<file path="config.mk">
export PLATFORM = sky130hd
export DESIGN_NAME = ram_request_arbiter
export DESIGN_NICKNAME = d
export VERILOG_FILES = /design/src/rtl/ram_request_arbiter.sv
export SDC_FILE = /design/constraint.sdc
export NUM_CORES = 1
export LEC_CHECK = 0
export ABC_AREA = 0
export CORE_AREA = 2 2 133 135
export CTS_BUF_LIST = sky130_fd_sc_hd__clkbuf_4
export CTS_CLUSTER_DIAMETER = 40
export DETAILED_ROUTE_END_ITERATION = 8
export DIE_AREA = 0 0 135 137
export PLACE_DENSITY = 0.73
export SYNTH_ARGS = -nofsm -noshare
export SYNTH_HDL_FRONTEND = slang
export SYNTH_SLANG_ARGS = --single-unit
</file>
<file path="constraint.sdc">
create_clock -name clk -period 10.15 [get_ports clk]
set_input_delay 1.5225 -clock clk [delete_from_list [all_inputs] [get_ports clk]]
set_output_delay 1.5225 -clock clk [all_outputs]
set_load 0.02 [all_outputs]
</file>
<file path="src/rtl/ram_request_arbiter.sv">
// Round-robin arbiter sharing one SRAM controller port among NUM_CLIENTS requesters.
// Latency: req sampled in IDLE -> mem_req next cycle -> cli_ack one cycle after mem_done; size 0 acks next cycle.
// Backpressure: one transaction outstanding; clients hold req until cli_ack. RAM_ARB_WATCHDOG_EN adds a WAIT timeout.
module ram_request_arbiter #(
    parameter int NUM_CLIENTS    = 3,
    parameter int ADDR_W         = 32,
    parameter int DATA_W         = 32,
    parameter int TIMEOUT_CYCLES = 64
) (
    input  logic                          clk,
    input  logic                          reset,
    input  logic [NUM_CLIENTS-1:0]        cli_req,
    input  logic [NUM_CLIENTS-1:0]        cli_we,
    input  logic [2*NUM_CLIENTS-1:0]      cli_size,
    input  logic [ADDR_W*NUM_CLIENTS-1:0] cli_addr,
    input  logic [DATA_W*NUM_CLIENTS-1:0] cli_wdata,
    output logic [NUM_CLIENTS-1:0]        cli_ack,
    output logic                          cli_err,
    output logic [DATA_W-1:0]             cli_rdata,
    output logic [$clog2(NUM_CLIENTS)-1:0] grant_id,
    output logic                          busy,
    output logic                          mem_req,
    output logic                          mem_we,
    output logic [1:0]                    mem_size,
    output logic [ADDR_W-1:0]             mem_addr,
    output logic [DATA_W-1:0]             mem_wdata,
    input  logic                          mem_done,
    input  logic [DATA_W-1:0]             mem_rdata
);

    localparam int GW = $clog2(NUM_CLIENTS);

    localparam logic [1:0] IDLE  = 2'd0;
    localparam logic [1:0] ISSUE = 2'd1;
    localparam logic [1:0] WAIT  = 2'd2;
    localparam logic [1:0] RESP  = 2'd3;

    logic [1:0]        state_q, state_d;
    logic [GW-1:0]     rr_ptr_q, rr_ptr_d;
    logic [GW-1:0]     grant_id_q, grant_id_d;
    logic              we_q, we_d;
    logic [1:0]        size_q, size_d;
    logic [ADDR_W-1:0] addr_q, addr_d;
    logic [DATA_W-1:0] wdata_q, wdata_d;
    logic [DATA_W-1:0] rdata_q, rdata_d;
`ifdef RAM_ARB_WATCHDOG_EN
    logic [15:0]       wd_cnt_q, wd_cnt_d;
    logic              err_q, err_d;
`endif

    logic              pick_vld;
    logic [GW-1:0]     pick_idx;
    logic [GW:0]       cand;
    logic              sel_we;
    logic [1:0]        sel_size;
    logic [ADDR_W-1:0] sel_addr;
    logic [DATA_W-1:0] sel_wdata;

    // First requester found scanning upward from rr_ptr, wrapping at NUM_CLIENTS.
    always_comb begin
        pick_vld = 1'b0;
        pick_idx = '0;
        cand     = '0;
        for (int i = 0; i < NUM_CLIENTS; i++) begin
            cand = {1'b0, rr_ptr_q} + (GW+1)'(i);
            if (cand >= (GW+1)'(NUM_CLIENTS)) begin
                cand = cand - (GW+1)'(NUM_CLIENTS);
            end
            if (!pick_vld && cli_req[cand]) begin
                pick_vld = 1'b1;
                pick_idx = cand[GW-1:0];
            end
        end
    end

    always_comb begin
        sel_we    = cli_we[pick_idx];
        sel_size  = cli_size[2*int'(pick_idx) +: 2];
        sel_addr  = cli_addr[ADDR_W*int'(pick_idx) +: ADDR_W];
        sel_wdata = cli_wdata[DATA_W*int'(pick_idx) +: DATA_W];
    end

    always_comb begin
        state_d    = state_q;
        rr_ptr_d   = rr_ptr_q;
        grant_id_d = grant_id_q;
        we_d       = we_q;
        size_d     = size_q;
        addr_d     = addr_q;
        wdata_d    = wdata_q;
        rdata_d    = rdata_q;
`ifdef RAM_ARB_WATCHDOG_EN
        wd_cnt_d   = wd_cnt_q;
        err_d      = err_q;
`endif
        case (state_q)
            IDLE: begin
                if (pick_vld) begin
                    grant_id_d = pick_idx;
                    we_d       = sel_we;
                    size_d     = sel_size;
                    addr_d     = sel_addr;
                    wdata_d    = sel_wdata;
`ifdef RAM_ARB_WATCHDOG_EN
                    err_d      = 1'b0;
`endif
                    // A size-0 request has nothing to move; acknowledge it without touching memory.
                    state_d    = (sel_size == 2'd0) ? RESP : ISSUE;
                end
            end
            ISSUE: begin
`ifdef RAM_ARB_WATCHDOG_EN
                wd_cnt_d = '0;
`endif
                state_d  = WAIT;
            end
            WAIT: begin
                if (mem_done) begin
                    if (!we_q) begin
                        rdata_d = mem_rdata;
                    end
                    state_d = RESP;
                end
`ifdef RAM_ARB_WATCHDOG_EN
                else if (wd_cnt_q + 16'd1 == 16'(TIMEOUT_CYCLES)) begin
                    err_d   = 1'b1;
                    state_d = RESP;
                end
                else begin
                    wd_cnt_d = wd_cnt_q + 16'd1;
                end
`endif
            end
            RESP: begin
                rr_ptr_d = (grant_id_q == GW'(NUM_CLIENTS-1)) ? '0 : grant_id_q + 1'b1;
                state_d  = IDLE;
            end
            default: state_d = IDLE;
        endcase
    end

    always_ff @(posedge clk or posedge reset) begin
        if (reset) begin
            state_q    <= IDLE;
            rr_ptr_q   <= '0;
            grant_id_q <= '0;
            we_q       <= 1'b0;
            size_q     <= '0;
            addr_q     <= '0;
            wdata_q    <= '0;
            rdata_q    <= '0;
`ifdef RAM_ARB_WATCHDOG_EN
            wd_cnt_q   <= '0;
            err_q      <= 1'b0;
`endif
        end else begin
            state_q    <= state_d;
            rr_ptr_q   <= rr_ptr_d;
            grant_id_q <= grant_id_d;
            we_q       <= we_d;
            size_q     <= size_d;
            addr_q     <= addr_d;
            wdata_q    <= wdata_d;
            rdata_q    <= rdata_d;
`ifdef RAM_ARB_WATCHDOG_EN
            wd_cnt_q   <= wd_cnt_d;
            err_q      <= err_d;
`endif
        end
    end

    always_comb begin
        cli_ack = '0;
        if (state_q == RESP) begin
            cli_ack[grant_id_q] = 1'b1;
        end
    end

`ifdef RAM_ARB_WATCHDOG_EN
    assign cli_err = (state_q == RESP) && err_q;
`else
    assign cli_err = 1'b0;
`endif

    assign cli_rdata = rdata_q;
    assign grant_id  = grant_id_q;
    assign busy      = (state_q != IDLE);
    assign mem_req   = (state_q == ISSUE);
    assign mem_we    = we_q;
    assign mem_size  = size_q;
    assign mem_addr  = addr_q;
    assign mem_wdata = wdata_q;

endmodule
</file>
### Yosys cells after proc, flatten, opt, wreduce, memory -nomap -nowiden

Cells that the tools add are included.

| word-level totals | value |
|---|---|
| register bits after elaboration | 105 |
| bits of input ports | 239 |

| cells by class | value |
|---|---|
| bitwise logic cells | 1 |
| $lt $le $gt $ge | 9 |
| equal/unequal tests | 6 |
| $add $sub $neg | 6 |
| reduce and logical (&&, ||, !) cells | 11 |
| muxes and demuxes | 25 |
| shift operators | 3 |

Operator list:

| kind | number |
|---|---|
| $shiftx 96x8->32 | 2 |
| $mux 2 | 7 |
| $mux 3 | 4 |
| $lt 3x3->1 const B | 3 |
| $bmux 1 s2 | 4 |
| $mux 1 | 8 |
| $pmux 2 s4 | 1 |
| $eq 2x2->1 const B | 3 |
| $ge 3x2->1 const B | 2 |
| $lt 2x3->1 const B | 2 |
| $shiftx 6x4->2 | 1 |
| $sub 3x2->3 const B | 2 |
| $logic_not 2->1 | 2 |
| $ne 2x2->1 const B | 2 |
| $reduce_and 2->1 | 2 |
| $add 2x1->3 const B | 1 |
| $add 2x2->3 const B | 1 |
| $logic_and 1x1->1 | 3 |
| $reduce_and 3->1 | 1 |
| $sub 2x2->3 const B | 1 |
| $add 2x1->2 const B | 1 |
| $demux 1 s2 | 1 |
| $eq 2x1->1 const B | 1 |
| $ge 2x1->1 const B | 1 |
| other kinds (4) | 5 |

### Depth between registers and ports, before layout

| depth | value |
|---|---|
| depth after elaboration | 16 |
| depth in mapped cells | 12 |
| gate-level depth less buffers | 8 |

### Worst setup path after synthesis

No wires, ideal clock.

| timing | value |
|---|---|
| kind | in2reg |
| from | in cli_req[1] |
| to | reg size_q[0] (netlist: mem_size[0]) |
| path buffers | 1 |
| path slack | 7.198 ns |
| arrival time | 2.827 ns |
| stages | 7 |
| cells stage by stage | mux2i_2 o211ai_2 a31o_4 buf_6 a31o_1 o22a_1 mux2_2 |

| between the ends | value |
|---|---|
| cells in the longest elaborated chain, start to end | 10 |
| elaborated cells on any way between the ends | 18 |

RTL lines:

| what | RTL line | text |
|---|---|---|
| start: declaration | 12 | `input logic [NUM_CLIENTS-1:0] cli_req,` |
| $bmux 1 s2 | 69 | `if (!pick_vld && cli_req[cand]) begin` |
| $mux 1 (not written as such) | 69 |  |
| $mux 1 | 69 |  |
| $logic_not 1->1 | 69 |  |
| $logic_and 1x1->1 | 69 |  |
| $mux 1 | 69 |  |
| $logic_not 1->1 | 69 |  |
| $logic_and 1x1->1 | 69 |  |
| $mux 2 or $mux 1 (tied branches) | 69 |  |
| $shiftx 6x4->2 or $reduce_and 2->1 (tied branches) | n/a |  |
| end signal: assignment | 161 | `size_q <= size_d;` |
| end: declaration | 42 | `logic [1:0] size_q, size_d;` |

Parallel ways exist; a longest one is shown, timed or not. The select of a mux whose other input is x is not followed.
A chain may end at the register's enable or synchronous reset.

### Final worst setup path

| timing | value |
|---|---|
| from | in cli_req[1] |
| to | reg wdata_q[21] (netlist: mem_wdata[21]) |

| between the ends | value |
|---|---|
| cells in the longest elaborated chain, start to end | 10 |
| elaborated cells on any way between the ends | 18 |

RTL lines:

| what | RTL line | text |
|---|---|---|
| $bmux 1 s2 | 69 |  |
| $mux 1 (not written as such) | 69 |  |
| $mux 1 | 69 |  |
| $logic_not 1->1 | 69 |  |
| $logic_and 1x1->1 | 69 |  |
| $mux 1 | 69 |  |
| $logic_not 1->1 | 69 |  |
| $logic_and 1x1->1 | 69 |  |
| $mux 2 or $mux 1 (tied branches) | 69 |  |
| $shiftx 96x8->32 or $reduce_and 2->1 (tied branches) | n/a |  |
| end signal: assignment | 163 | `wdata_q <= wdata_d;` |
| end: declaration | 44 | `logic [DATA_W-1:0] wdata_q, wdata_d;` |

Parallel ways exist; a longest one is shown, timed or not. The select of a mux whose other input is x is not followed.

==> impl_results.md <==
* HP Class: flop to flop
* Asr flop ratio synth at 100%
* Synth top cells by count: dfrtp_1, o21ai_0, nand2_1, a211oi_1, and3_1
* Deepest clock path buffer count at 2
* Static leakage at 3.84 nW
* Grt peak-use layer: met2
* Run status: finished, final reports clean
* Final wirelength at 20,600 um
* Met1 Resource Use GR at 25.5%
* Reg2reg path depth at 9
* Clock-pin slew on the worst setup and hold paths at 0.18 ns
* Crit path time final at roughly 4.5 ns
* Initial DRC Count at 266
* Pin count of the biggest net entering global routing at 70
* Die area at 18,500 um2
* Final Hold Fails at 0
* Most frequent cell after synthesis: dfrtp_1
* # diodes at 0
* Nets@finish at 1,153
* DP Wirelength at 14,900 um
* Vias in the first global route at ~5,800
* Clock skew at 0.0335 ns
* Worst reg2reg setup slack at 6.21 ns
* Worst path arrival time at 4.91 ns
* Worst R2R End: mem_wdata[21]
* Synth Net Count at 847
* Startpoint types: input port
* Post-synthesis sequential area ratio at 46.7%
* I/O Buffers at roughly 340
* DRT Pass-1 Iters at 4
* CTS sink cnt at 105
* Post-synthesis cell area at 5620 um2
* Post-layout util at 54.6%
* Warnings, synthesis at 0
* Setup Buffers After CTS at 0
* Top FF cell, synth: dfrtp_1
* Tot GR Track Use at 21.8%
* Post-Syn Instances at 599
* Routability cong. at between 0.8 and 0.9
* Slew margin rel. at about a fifth
* Initial antenna violation count at 0
* Max Slew Vio Count at 0
* First-pass GRT wire length at 31,000 um
* Routed vias/inst at 5.10
* Die W at 135 um
* Setup Viol. Count Final at 0
* Synth top area cells: dfrtp_1, o21ai_0, a211oi_1, and3_1, mux2_2
* CTS tree: done
* Via count at between 5,000 and 6,000
* Filler instances at 1,568
* Avg WL per Cell at between 15 and 20 um
* Setup TNS at 0 ns
* Post-synthesis average cell area at 9.38 um2
* Total power at roughly 0.0030 W
* Core ar. at between 15,000 and 20,000 um2
* Initial core utilization at 33.0%
* Max Fanout on Critical Path at 68
* # H-tree levels at 3
* Post-synth EDFFs at 0
* CTS buffer count at 9
* Top Ports at between 300 and 400
* Crit path capture: mem_wdata[21]
* Crit. Startpoint: cli_req[1]
* Clk_lat worst skew at 0.49 ns
* Overflow after GRT at 0
* #FFs+latches synth at approximately 110
* M3 GR Usage at 6.26%
* Max-Cap Viols at 0
* RSZ-0062 raised after global routing: false
* WS Path Type: input port to flop
* Period utilization at between 40% and 50%
* Post-synth top area cell: dfrtp_1
* Area grow syn2layout at 65.6%
* Hold-fix buffers, CTS at 0
* Final antenna-violating net count at 0
* Drt drc at 0
* Crit end category: flop
* M2 GR Usage at 38.7%
* Die height at roughly 140 um
* Layout cell share with drive strength beyond 1 at 7.47%
* Slew at the pin closest to its max-slew limit at roughly 1.2 ns
* Root Driver: clkbuf_4
* Fmax at 0.221 GHz
* Standard-cell rows at 48
* WP data required at about 11 ns
* Reg2Reg Launch Point: rr_ptr_q[1]
* Post-cts resize count at 0
* Netlist cell types at 46
* PD cells at 324 nW/um2
* Yosys top cell area share at 46.7%
* Worst IR drop on VDD at between 0.0002 and 0.00025 V
==> area by class of cell <==
| type | count | area, um2 | share of cell area, % |
|---|---|---|---|
| timing repair buffer | 351 | 3500 | 37.6 |
| multi-input combinational | 428 | 2730 | 29.4 |
| inverter | 10 | 40.0 | 0.430 |
| tap | 225 | 282 | 3.03 |
| clock inverter | 6 | 51.3 | 0.551 |
| sequential | 105 | 2630 | 28.2 |
| clock buffer | 10 | 75.1 | 0.807 |
==> power breakdown <==
part	leakage [nW]	switching, W	internal (W)	total (W)
Combinational	2.50	0.00117	0.000886	0.00206
Clock	0.0611	0.000156	0.0000561	0.000212
Sequential	1.29	0.000110	0.000635	0.000745
Total	3.84	0.00144	0.00158	0.00301
==> how the worst min path moves through the flow <==
stage,start,endpoint,slack [ns],cells past startpoint
floorplan,state_q[1],state_q[1],0.52,2
global placement,mem_addr[21],mem_addr[21],0.46,2
detailed placement,mem_addr[8],mem_addr[8],0.47,2
CTS,mem_wdata[3],mem_wdata[3],0.51,2
global route,mem_addr[3],mem_addr[3],0.53,2
finish,mem_wdata[3],mem_wdata[3],0.50,2
==> flip-flops by register name, summed over array words and instances, names as in the netlist <==
| register | count |
|---|---|
| grant_id | 2 |
| cli_rdata | 32 |
| state_q | 2 |
| mem_size | 2 |
| mem_addr | 32 |
| mem_wdata | 32 |
| rr_ptr_q | 2 |
| mem_we | 1 |
==> worst max-delay path, cell delays in order <==
cell             delay (ns)
clkdlybuf4s50_1        0.49
mux2i_2                0.30
o21ai_1                0.15
nand2b_2               0.86
nand2_2                0.66
buf_4                  0.46
a211oi_1               0.33
o21ai_1                0.10
==> cells by family (layout without fill, tap and decap cells) <==
| logic type | after synthesis | in the layout | synth area share (%) |
|---|---|---|---|
| mux | 38 | 38 | 7.59 |
| other cells | 1 | 1 | 0.0667 |
| buf+inv | 66 | 377 | 5.10 |
| fa+ha+maj | 9 | 9 | 2.00 |
| flops | 105 | 105 | 46.7 |
| compound gates | 221 | 221 | 24.2 |
| simple gates | 159 | 159 | 14.3 |
==> layout by cell type, fill, tap and decap left out, types with 7 or more instances in the layout <==
cell,n
o21ai_0,103
clkdlybuf4s50_1,344
mux2_2,34
and3_1,65
nand2_1,73
clkbuf_4,10
inv_1,9
dfrtp_1,105
o21ai_1,31
buf_4,7
a211oi_1,65
ha_1,9
==> stage by stage <==
stage	setup WS [ns]	std cells	area (um2)	hold WS, ns
finish	5.62	1135	9310	0.498
global route	5.39	1135	9310	0.528
CTS	5.73	1135	9310	0.508
detailed placement	5.16	1119	9180	0.470
global placement	5.26	1119	9180	0.461
floorplan	5.87	599	5620	0.518
==> per-layer routing <==
layer / part of all wire, % / vias to the layer above / wire (um)
met4: 2.0 / 0 / 403
met3: 8.9 / 28 / 1830
li1: - / 2792 / -
met2: 50 / 281 / 10300
met1: 39 / 2685 / 8060
met5: 0 / - / 0
Note: power is estimated with default switching activity, not from simulation.
